`src/rtl/lsu_pkg.sv`:
```
// Shared core definitions: load/store funct3 codes, lsu state encoding and
// writeback record widths. The funct3 codes are also used by the decoder.
package lsu_pkg;

   localparam int unsigned XLEN      = 32;
   localparam int unsigned WB_RD_W   = 5;
   localparam int unsigned WB_DATA_W = 32;
   localparam int unsigned CNT_W     = 16;

   localparam logic [2:0] LS_B  = 3'b000;
   localparam logic [2:0] LS_H  = 3'b001;
   localparam logic [2:0] LS_W  = 3'b010;
   localparam logic [2:0] LS_BU = 3'b100;
   localparam logic [2:0] LS_HU = 3'b101;

   typedef enum logic [1:0] {StIdle, StReq, StWait, StDone} lsu_state_e;

   typedef enum logic [1:0] {SzByte, SzHalf, SzWord} ls_size_e;

   // Access size for a funct3; reserved codes behave as word accesses.
   function automatic ls_size_e ls_size(input logic [2:0] funct3);
      ls_size_e sz;
      case (funct3)
         LS_B, LS_BU: sz = SzByte;
         LS_H, LS_HU: sz = SzHalf;
         LS_W:        sz = SzWord;
         default:     sz = SzWord;
      endcase
      return sz;
   endfunction

endpackage

```
`src/rtl/lsu_if.sv`:
```
// Data-memory port: request/grant for the command, rvalid for read data or
// store acknowledge.
interface lsu_if;
   import lsu_pkg::*;

   logic            req;
   logic            we;
   logic [XLEN-1:0] addr;
   logic [XLEN-1:0] wdata;
   logic [3:0]      wstrb;
   logic            gnt;
   logic            rvalid;
   logic [XLEN-1:0] rdata;

   modport master (
      output req, we, addr, wdata, wstrb,
      input  gnt, rvalid, rdata
   );

   modport slave (
      input  req, we, addr, wdata, wstrb,
      output gnt, rvalid, rdata
   );

endinterface

```
`src/rtl/lsu_align.sv`:
```
// Byte-lane handling for the lsu: store data replication and strobes, the
// misalignment check, and load lane extraction with sign/zero extension.
module lsu_align
   import lsu_pkg::*;
(
   input  logic [1:0]      off,
   input  logic [2:0]      funct3,
   input  logic [XLEN-1:0] wdata,
   output logic [XLEN-1:0] wdata_lane,
   output logic [3:0]      wstrb,
   output logic            misalign,
   input  logic [1:0]      ld_off,
   input  logic [2:0]      ld_funct3,
   input  logic [XLEN-1:0] rdata,
   output logic [XLEN-1:0] ld_data
);

   ls_size_e        st_sz;
   ls_size_e        ld_sz;
   logic [XLEN-1:0] shifted;
   logic            ld_unsigned;

   // Store side: replicate the datum across lanes, strobe the addressed lanes.
   always_comb begin
      st_sz      = ls_size(funct3);
      wdata_lane = wdata;
      wstrb      = 4'b1111;
      misalign   = 1'b0;
      case (st_sz)
         SzByte: begin
            wdata_lane = {4{wdata[7:0]}};
            wstrb      = 4'b0001 << off;
         end
         SzHalf: begin
            wdata_lane = {2{wdata[15:0]}};
            wstrb      = 4'b0011 << off;
            misalign   = off[0];
         end
         default: begin
            misalign = (off != 2'b00);
         end
      endcase
   end

   // Load side: bring the addressed lane down to bit 0, then extend.
   always_comb begin
      ld_sz       = ls_size(ld_funct3);
      ld_unsigned = ld_funct3[2];
      shifted     = rdata >> {ld_off, 3'b000};
      ld_data     = rdata;
      case (ld_sz)
         SzByte:  ld_data = ld_unsigned ? {24'b0, shifted[7:0]}
                                        : {{24{shifted[7]}}, shifted[7:0]};
         SzHalf:  ld_data = ld_unsigned ? {16'b0, shifted[15:0]}
                                        : {{16{shifted[15]}}, shifted[15:0]};
         default: ld_data = rdata;
      endcase
   end

endmodule

```
`src/rtl/lsu.sv`:
```
// Load/store unit: accepts one instruction from execute, performs at most one
// data-memory access, and emits one writeback record per instruction.
module lsu
   import lsu_pkg::*;
#(
   parameter int unsigned TIMEOUT = 255
) (
   input  logic                 clk,
   input  logic                 rst,
   input  logic                 ex_valid,
   output logic                 ex_ready,
   input  logic                 ex_load,
   input  logic                 ex_store,
   input  logic [2:0]           ex_funct3,
   input  logic [XLEN-1:0]      ex_res,
   input  logic [XLEN-1:0]      ex_wdata,
   input  logic [WB_RD_W-1:0]   ex_rd,
   lsu_if.master                mem,
   output logic                 wb_valid,
   output logic [WB_RD_W-1:0]   wb_rd,
   output logic [WB_DATA_W-1:0] wb_data,
   output logic                 err_misalign,
   output logic                 err_bus
);

   lsu_state_e           state_q;
   logic                 ex_ready_q;
   logic                 req_q;
   logic                 we_q;
   logic [XLEN-1:0]      addr_q;
   logic [XLEN-1:0]      wdata_q;
   logic [3:0]           wstrb_q;
   logic                 wb_valid_q;
   logic [WB_RD_W-1:0]   wb_rd_q;
   logic [WB_DATA_W-1:0] wb_data_q;
   logic                 err_mis_q;
   logic                 err_bus_q;
   logic [CNT_W-1:0]     cnt_q;
   logic                 ld_q;
   logic [1:0]           off_q;
   logic [2:0]           f3_q;
   logic [WB_RD_W-1:0]   rd_q;

   logic                 is_mem;
   logic [XLEN-1:0]      st_wdata;
   logic [3:0]           st_wstrb;
   logic                 misalign;
   logic [XLEN-1:0]      ld_data;
   logic [CNT_W:0]       cnt_nxt;
   logic                 cnt_hit;
   logic [WB_RD_W-1:0]   rsp_rd;
   logic [WB_DATA_W-1:0] rsp_data;

   lsu_align u_align (
      .off        (ex_res[1:0]),
      .funct3     (ex_funct3),
      .wdata      (ex_wdata),
      .wdata_lane (st_wdata),
      .wstrb      (st_wstrb),
      .misalign   (misalign),
      .ld_off     (off_q),
      .ld_funct3  (f3_q),
      .rdata      (mem.rdata),
      .ld_data    (ld_data)
   );

   // Decode of the incoming op, timeout compare and response writeback values.
   always_comb begin
      // load+store together is illegal and degrades to a pass-through
      is_mem   = ex_load ^ ex_store;
      cnt_nxt  = {1'b0, cnt_q} + 17'd1;
      cnt_hit  = (cnt_nxt == 17'(TIMEOUT));
      rsp_rd   = ld_q ? rd_q : '0;
      rsp_data = ld_q ? ld_data : '0;
   end

   // Control FSM with all outputs registered; pulses default low each cycle.
   always_ff @(posedge clk) begin
      if (rst) begin
         state_q    <= StIdle;
         ex_ready_q <= 1'b1;
         req_q      <= 1'b0;
         we_q       <= 1'b0;
         addr_q     <= '0;
         wdata_q    <= '0;
         wstrb_q    <= '0;
         wb_valid_q <= 1'b0;
         wb_rd_q    <= '0;
         wb_data_q  <= '0;
         err_mis_q  <= 1'b0;
         err_bus_q  <= 1'b0;
         cnt_q      <= '0;
         ld_q       <= 1'b0;
         off_q      <= '0;
         f3_q       <= '0;
         rd_q       <= '0;
      end else begin
         wb_valid_q <= 1'b0;
         err_mis_q  <= 1'b0;
         err_bus_q  <= 1'b0;
         unique case (state_q)
            StIdle: begin
               if (ex_valid) begin
                  ex_ready_q <= 1'b0;
                  state_q    <= StDone;
                  if (!is_mem) begin
                     wb_valid_q <= 1'b1;
                     wb_rd_q    <= ex_rd;
                     wb_data_q  <= ex_res;
                  end else if (misalign) begin
                     wb_valid_q <= 1'b1;
                     wb_rd_q    <= '0;
                     wb_data_q  <= '0;
                     err_mis_q  <= 1'b1;
                  end else begin
                     state_q <= StReq;
                     req_q   <= 1'b1;
                     we_q    <= ex_store;
                     addr_q  <= {ex_res[XLEN-1:2], 2'b00};
                     wdata_q <= st_wdata;
                     wstrb_q <= ex_store ? st_wstrb : 4'b0000;
                     ld_q    <= ex_load;
                     off_q   <= ex_res[1:0];
                     f3_q    <= ex_funct3;
                     rd_q    <= ex_rd;
                     cnt_q   <= '0;
                  end
               end
            end
            StReq: begin
               // a grant on the timeout cycle still completes the handshake
               if (mem.gnt && mem.rvalid) begin
                  req_q      <= 1'b0;
                  state_q    <= StDone;
                  wb_valid_q <= 1'b1;
                  wb_rd_q    <= rsp_rd;
                  wb_data_q  <= rsp_data;
               end else if (mem.gnt) begin
                  req_q   <= 1'b0;
                  cnt_q   <= '0;
                  state_q <= StWait;
               end else if (cnt_hit) begin
                  req_q      <= 1'b0;
                  state_q    <= StDone;
                  wb_valid_q <= 1'b1;
                  wb_rd_q    <= '0;
                  wb_data_q  <= '0;
                  err_bus_q  <= 1'b1;
               end else begin
                  cnt_q <= cnt_nxt[CNT_W-1:0];
               end
            end
            StWait: begin
               if (mem.rvalid) begin
                  state_q    <= StDone;
                  wb_valid_q <= 1'b1;
                  wb_rd_q    <= rsp_rd;
                  wb_data_q  <= rsp_data;
               end else if (cnt_hit) begin
                  state_q    <= StDone;
                  wb_valid_q <= 1'b1;
                  wb_rd_q    <= '0;
                  wb_data_q  <= '0;
                  err_bus_q  <= 1'b1;
               end else begin
                  cnt_q <= cnt_nxt[CNT_W-1:0];
               end
            end
            StDone: begin
               state_q    <= StIdle;
               ex_ready_q <= 1'b1;
            end
         endcase
      end
   end

   assign ex_ready     = ex_ready_q;
   assign mem.req      = req_q;
   assign mem.we       = we_q;
   assign mem.addr     = addr_q;
   assign mem.wdata    = wdata_q;
   assign mem.wstrb    = wstrb_q;
   assign wb_valid     = wb_valid_q;
   assign wb_rd        = wb_rd_q;
   assign wb_data      = wb_data_q;
   assign err_misalign = err_mis_q;
   assign err_bus      = err_bus_q;

endmodule
```
`src/flat_wrapper.sv`:
```
// flat-port wrapper written by rule: the top's interface ports become plain ports
module lsu_flat import lsu_pkg::*;
#(
   parameter int unsigned TIMEOUT = 255
)
  (clk, rst, ex_valid, ex_ready, ex_load, ex_store, ex_funct3, ex_res, ex_wdata, ex_rd, wb_valid, wb_rd, wb_data, err_misalign, err_bus, mem_req, mem_we, mem_addr, mem_wdata, mem_wstrb, mem_gnt, mem_rvalid, mem_rdata);
  lsu_if mem_i ();
  input  logic clk;
  input  logic rst;
  input  logic ex_valid;
  output logic ex_ready;
  input  logic ex_load;
  input  logic ex_store;
  input  logic [2:0] ex_funct3;
  input  logic [XLEN-1:0] ex_res;
  input  logic [XLEN-1:0] ex_wdata;
  input  logic [WB_RD_W-1:0] ex_rd;
  output logic wb_valid;
  output logic [WB_RD_W-1:0] wb_rd;
  output logic [WB_DATA_W-1:0] wb_data;
  output logic err_misalign;
  output logic err_bus;
  output wire logic [$bits(mem_i.req)-1:0] mem_req;
  output wire logic [$bits(mem_i.we)-1:0] mem_we;
  output wire logic [$bits(mem_i.addr)-1:0] mem_addr;
  output wire logic [$bits(mem_i.wdata)-1:0] mem_wdata;
  output wire logic [$bits(mem_i.wstrb)-1:0] mem_wstrb;
  input wire logic [$bits(mem_i.gnt)-1:0] mem_gnt;
  input wire logic [$bits(mem_i.rvalid)-1:0] mem_rvalid;
  input wire logic [$bits(mem_i.rdata)-1:0] mem_rdata;
  assign mem_req = mem_i.req;
  assign mem_we = mem_i.we;
  assign mem_addr = mem_i.addr;
  assign mem_wdata = mem_i.wdata;
  assign mem_wstrb = mem_i.wstrb;
  assign mem_i.gnt = mem_gnt;
  assign mem_i.rvalid = mem_rvalid;
  assign mem_i.rdata = mem_rdata;
  lsu #(.TIMEOUT(TIMEOUT)) u_core (.clk(clk), .rst(rst), .ex_valid(ex_valid), .ex_ready(ex_ready), .ex_load(ex_load), .ex_store(ex_store), .ex_funct3(ex_funct3), .ex_res(ex_res), .ex_wdata(ex_wdata), .ex_rd(ex_rd), .mem(mem_i), .wb_valid(wb_valid), .wb_rd(wb_rd), .wb_data(wb_data), .err_misalign(err_misalign), .err_bus(err_bus));
endmodule
```
`config.mk`:
```
export PLATFORM = sky130hd
export DESIGN_NAME = lsu_flat
export DESIGN_NICKNAME = d
export VERILOG_FILES = /design/src/rtl/lsu_pkg.sv /design/src/rtl/lsu_if.sv /design/src/rtl/lsu_align.sv /design/src/rtl/lsu.sv /design/src/flat_wrapper.sv
export SDC_FILE = /design/constraint.sdc
export NUM_CORES = 1
export LEC_CHECK = 0
export BUFFER_PORTS_ARGS = -buffer_cell sky130_fd_sc_hd__buf_2
export CORE_AREA = 5 5 124 126
export DETAILED_ROUTE_END_ITERATION = 8
export DIE_AREA = 0 0 129 131
export PLACE_DENSITY = 0.79
export SLEW_MARGIN = 10
export SYNTH_ARGS = -nofsm -noshare
export SYNTH_HDL_FRONTEND = slang
export SYNTH_SLANG_ARGS = --single-unit
```
`constraint.sdc`:
```
create_clock -name clk -period 2.8 [get_ports clk]
set_input_delay 0.42 -clock clk [delete_from_list [all_inputs] [get_ports clk]]
set_output_delay 0.42 -clock clk [all_outputs]
set_load 0.02 [all_outputs]
```
Word-level counts from Yosys, hierarchy flattened
Cells that the tools add are included.
- flip-flop bits (word level): 138
- logic and storage cells: 129
- output and inout port bits: 111
- input port bits: 111
- shift operators: 3
- add/subtract/negate cells: 1
- reductions and logical operators: 20
- multiplexer cells: 63
- bitwise operators: 5
- equal/unequal tests: 20
- operator list (operator ; number):
    two-way mux 32 bit ; 10
    one-hot mux 32 bit (2 select lines) ; 2
    two-way mux 16 bit ; 7
    one-hot mux 32 bit (3 select lines) ; 1
    one-hot mux 16 bit (3 select lines) ; 1
    two-way mux 5 bit ; 8
    >> shifter 32 x 5 -> 16 bit ; 1
    adder 16 x 1 -> 17 bit (second input constant) ; 1
    equality test 17 x 8 -> 1 bit (second input constant) ; 1
    two-way mux 1 bit ; 16
    one-hot mux 5 bit (3 select lines) ; 1
    two-way mux 2 bit ; 7
    equality test 3 bit (second input constant) ; 4
    != test 2 bit (second input constant) ; 4
    one-hot mux 1 bit (2 select lines) ; 4
    one-hot mux 2 bit (2 select lines) ; 2
    one-hot mux 2 bit (4 select lines) ; 1
    one-hot mux 4 bit (2 select lines) ; 1
    AND reduction 4 bit ; 2
    OR reduction 2 bit ; 4
    equality test 2 x 1 -> 1 bit (second input constant) ; 3
    equality test 3 x 1 -> 1 bit (second input constant) ; 2
    logical NOT 2 bit ; 3
    logical NOT 3 bit ; 2
    18 further kinds ; 24

Longest topological paths before layout
- depth in word-level cells: 9
- mapped depth: 11

Hierarchy
A second synthesis with hierarchy kept.
- cells, all modules: 845
- area total of the unflattened synthesis: 6875.3 um2
- by module, submodules not included (module ; times used ; area each (um2) ; cells each):
    lsu ; 1 ; 5630.4 ; 662
    lsu_align ; 1 ; 1244.9 ; 183

Worst setup path before layout
Ideal clock, no wire load.
- path kind: flip-flop to flip-flop
- from: reg u_core.cnt_q[3]
- to: reg u_core.wb_data_q[15], in the netlist u_core.wb_data[15]
- clock period less this slack: 2.534 ns
- data arrival time: 2.416 ns
- setup slack: 0.266 ns
- buffers on the path: 2
- setup time: 0.118 ns
- cell stages (with the launch flop): 10
- required time: 2.682 ns
- cells stage by stage: dfxtp_1 nand4_2 or4_1 or4b_1 and3_4 o31a_1 buf_6 buf_6 a21oi_2 o21ai_1
- longest elaborated chain between the ends: 6
- RTL lines (what ; RTL line ; text):
    from (decl) ; lsu.sv:38 ; logic [CNT_W-1:0] cnt_q;
    from (signal assigned) ; lsu.sv:150 ; cnt_q <= cnt_nxt[CNT_W-1:0];
    from (signal assigned) ; lsu.sv:166 ; cnt_q <= cnt_nxt[CNT_W-1:0];
    adder 16 x 1 -> 17 bit * ; lsu.sv:71 ; cnt_nxt = {1'b0, cnt_q} + 17'd1;
    equality test 17 x 8 -> 1 bit * ; lsu.sv:72 ; cnt_hit = (cnt_nxt == 17'(TIMEOUT));
    two-way mux 32 bit * ; -- ;
    two-way mux 32 bit (2 in series) ; -- ;
    one-hot mux 32 bit (3 select lines) * ; -- ;
    to (signal assigned) ; lsu.sv:109 ; wb_data_q <= ex_res;
    to (signal assigned) ; lsu.sv:137 ; wb_data_q <= rsp_data;
    to (signal assigned) ; lsu.sv:158 ; wb_data_q <= rsp_data;
    to (decl) ; lsu.sv:35 ; logic [WB_DATA_W-1:0] wb_data_q;
Mark *: on every way between the ends. The rest lies on a longest branch, timed or not. The select of a mux whose other input is x is not followed.
A chain may end at the register's enable or synchronous reset.

Worst setup path in the final report
- from: reg u_core.cnt_q[5]
- to: reg u_core.cnt_q[1]
- longest elaborated chain between the ends: 6
- RTL lines (what ; RTL line):
    adder 16 x 1 -> 17 bit * ; lsu.sv:71
    equality test 17 x 8 -> 1 bit * ; lsu.sv:72
    two-way mux 16 bit * ; --
    two-way mux 16 bit (2 in series) ; --
    one-hot mux 16 bit (3 select lines) * ; --
Marked as above.

==> impl_metrics.json <==
{
  "wl_per_cell_um": 17.0,
  "p_sw_share_pct": 39.6,
  "combPwrFrac_pct": 40.1,
  "synth_cell_types": 57,
  "die_h_um": 131,
  "grt_max_degree": 62,
  "setup_viol": 0,
  "ys_seq_area_share_pct": 38.6,
  "max_cap_violations": 0,
  "die_area_um2": 16900,
  "drive_gt1_share_pct": 25.4,
  "postCtsHoldBufs": 0,
  "p_int_mw": 4.83,
  "crit_path_end": "u_core.cnt_q[1]",
  "area_growth_pct": 26.3,
  "cts_sinks": 138,
  "cp-end-kind": "register",
  "dp.cells": 1318,
  "use_met2_pct": 41.9,
  "vias": 7728,
  "path_buf_inv": 0,
  "cts.reportedPaths.clkPinSlew_ps": 60,
  "synth.cell_area_um2": 7160,
  "rows": 44,
  "fin_nets": 1270,
  "grt_pass1_wl_mm": 35.5,
  "synthFlopType": "dfxtp_1",
  "r2r-start": "u_core.cnt_q[5]",
  "worstMarginPinSlew_ps": 1000,
  "critPathRequiredTime_ps": 3080,
  "antenna_found_initial": 1,
  "grt_pass1_vias": 7048,
  "yosysWarnings": 0,
  "clock.fmax_ghz": 0.379,
  "start_util_pct": 50.4,
  "cp.arrival_ps": 2920,
  "worst_r2r_endpoint": "u_core.cnt_q[1]",
  "hp-start": "ex_res[24]",
  "clock-skew-final_ps": 10.2,
  "path_cells": "nand3_1, or4_1, or4b_1, and3_4, or3_1, a21oi_2, a311oi_2",
  "fin_ws_ps": 159,
  "power.leakage_nw": 3.71,
  "vias_per_cell": 5.72,
  "peakVddDrop_uv": 597,
  "fin_crit_sh_pct": 94.3,
  "grt_use_met3_pct": 5.57,
  "avgSynthCellArea_um2": 7.40,
  "cts.htree.levels": 4,
  "ctsLongestPathBuffers": 2,
  "switchingPower_mw": 3.17,
  "crit_family": "simple AND/OR/NAND/NOR gates",
  "cts_tree": "yes",
  "slew_viol_final": 0,
  "ctsResizeCount": 0,
  "pwr_density_cell_nw_per_um2": 885,
  "drt_wl_total_mm": 22.9,
  "cts_root_buf": "clkbuf_16",
  "dr.pass1.iters": 5,
  "status": "finished, final reports clean",
  "post_cts_buffers": 0,
  "track_usage_pct": 26.1,
  "drtIter0Drc": 677,
  "worstSetupPathDepth": 7,
  "mostFrequentLayoutCells": "218 x buf_2, 212 x nand2_1, 179 x a21oi_1",
  "synth_cells": 967,
  "slowest_delay_ps": 540,
  "hp-class": "input pin to register",
  "die_w_um": 129,
  "synth_edf_count": 0,
  "rrSetupSlack_ps": 160,
  "gr-total-overflow": 0,
  "r2r_cells": 7,
  "drc_errors": 0,
  "seqPwrFrac_pct": 30.3,
  "finalCriticalPeriod_ps": 2640,
  "start_kind": "register",
  "synth_seq_cells": 138,
  "cp_max_fo": 7,
  "place_ws_ps": 160,
  "final_antenna_net_count": 0,
  "power_frac_clock_pct": 29.6,
  "cp_slowest_cell": "or4_1",
  "use_met1_pct": 34.7,
  "io_pins": 222,
  "async_flop_share_pct": 0,
  "clk-insertion-delay-late_ps": 420,
  "slew_headroom_pct": 32.8,
  "coreArea_um2": 14200,
  "hold_viol_final": 0,
  "io_buffers": 219,
  "cts_buffers": 17,
  "mostFrequentLayoutCell": "buf_2",
  "gp_congestion": 0.893,
  "fin_tns_setup_ps": 0,
  "criticalPathCategory": "register to register",
  "startpoint": "u_core.cnt_q[5]",
  "fin_cells": 1351,
  "busiest_layer": "met2",
  "dp_hpwl_mm": 16.0
}
per-stage QoR:
step	power, mW	utilization (%)	hold WS [ps]	area (µm²)
finish	8.00	63.6	247	9040
global route	8.43	63.6	230	9040
CTS	7.99	63.6	232	9030
detailed placement	5.60	59.2	444	8400
global placement	5.54	59.2	439	8400
floorplan	4.64	-	436	7160
worst min-delay path, delay by kind of cell:
family / cells / cell delay, ps
compound gates: 1 / 50
buf+inv: 1 / 100
simple gates: 1 / 50
worst min-delay path by stage:
stage	to	depth (start not counted)	slack (ps)
after floorplan	u_core.f3_q[0]	2	440
after global placement	u_core.mem.addr[2]	2	440
after detailed placement	u_core.mem.wstrb[1]	2	440
after CTS	u_core.mem.addr[17]	3	230
after global routing	u_core.mem.addr[24]	3	230
final	u_core.mem.addr[24]	3	250
final cells by class:
cell class / count / area [µm²]
inverter: 21 / 78.8
clock buffer: 23 / 488
multi-input combinational: 728 / 4000
sequential: 138 / 2770
antenna: 1 / 2.50
tap: 184 / 230
clock inverter: 9 / 136
fill: 1261 / 5160
timing repair buffer: 247 / 1330
kinds of logic (layout without fill, tap and decap cells):
logic type      after synthesis  count (layout)  synth area share [%]
flops                       138             138                  38.6
buf+inv                     102             300                  5.98
mux                          32              32                  4.69
simple gates                364             364                  22.8
xor+xnor                     12              12                  1.47
other cells                   1               3                0.0524
fa+ha+maj                     6               6                  1.05
compound gates              312             312                  25.3
metal layers:
layer / vias up / wire [µm]
li1: 3759 / -
met1: 3603 / 9640
met2: 323 / 11000
met3: 43 / 1790
met4: 0 / 536
met5: - / 0
synthesized netlist by cell type (6+ instances only):
master | instances | area (µm²)
xor2_1 | 9 | 78.8
nor2b_1 | 11 | 68.8
a211oi_1 | 28 | 210
o211ai_1 | 6 | 45.0
o22ai_1 | 7 | 43.8
nand4_1 | 6 | 37.5
ha_1 | 6 | 75.1
nand3_1 | 26 | 130
nor2_1 | 57 | 214
a311oi_1 | 8 | 70.1
nand2_1 | 212 | 796
dfxtp_1 | 138 | 2760
mux2i_1 | 29 | 290
a22oi_1 | 15 | 113
o221ai_1 | 6 | 52.6
inv_1 | 21 | 78.8
clkbuf_1 | 69 | 259
o21ai_0 | 41 | 205
nand3b_1 | 20 | 150
a21oi_1 | 180 | 901
power groups by stage:
stage	combinational (mW)	sequential [mW]	clock, mW
finish	3.21	2.42	2.37
global route	3.49	2.45	2.49
CTS	3.17	2.42	2.40
detailed placement	3.15	2.45	0
global placement	3.09	2.45	0
floorplan	1.91	2.73	0
registers in the layout, indices dropped and copies added, names as in the netlist, 2 cells and up:
| name | flops |
|---|---|
| u_core.cnt_q | 16 |
| u_core.f3_q | 3 |
| u_core.off_q | 2 |
| u_core.mem.wdata | 32 |
| u_core.rd_q | 5 |
| u_core.mem.addr | 30 |
| u_core.state_q | 2 |
| u_core.wb_rd | 5 |
| u_core.mem.wstrb | 4 |
| u_core.wb_data | 32 |
(Power assumes the default switching activity.)
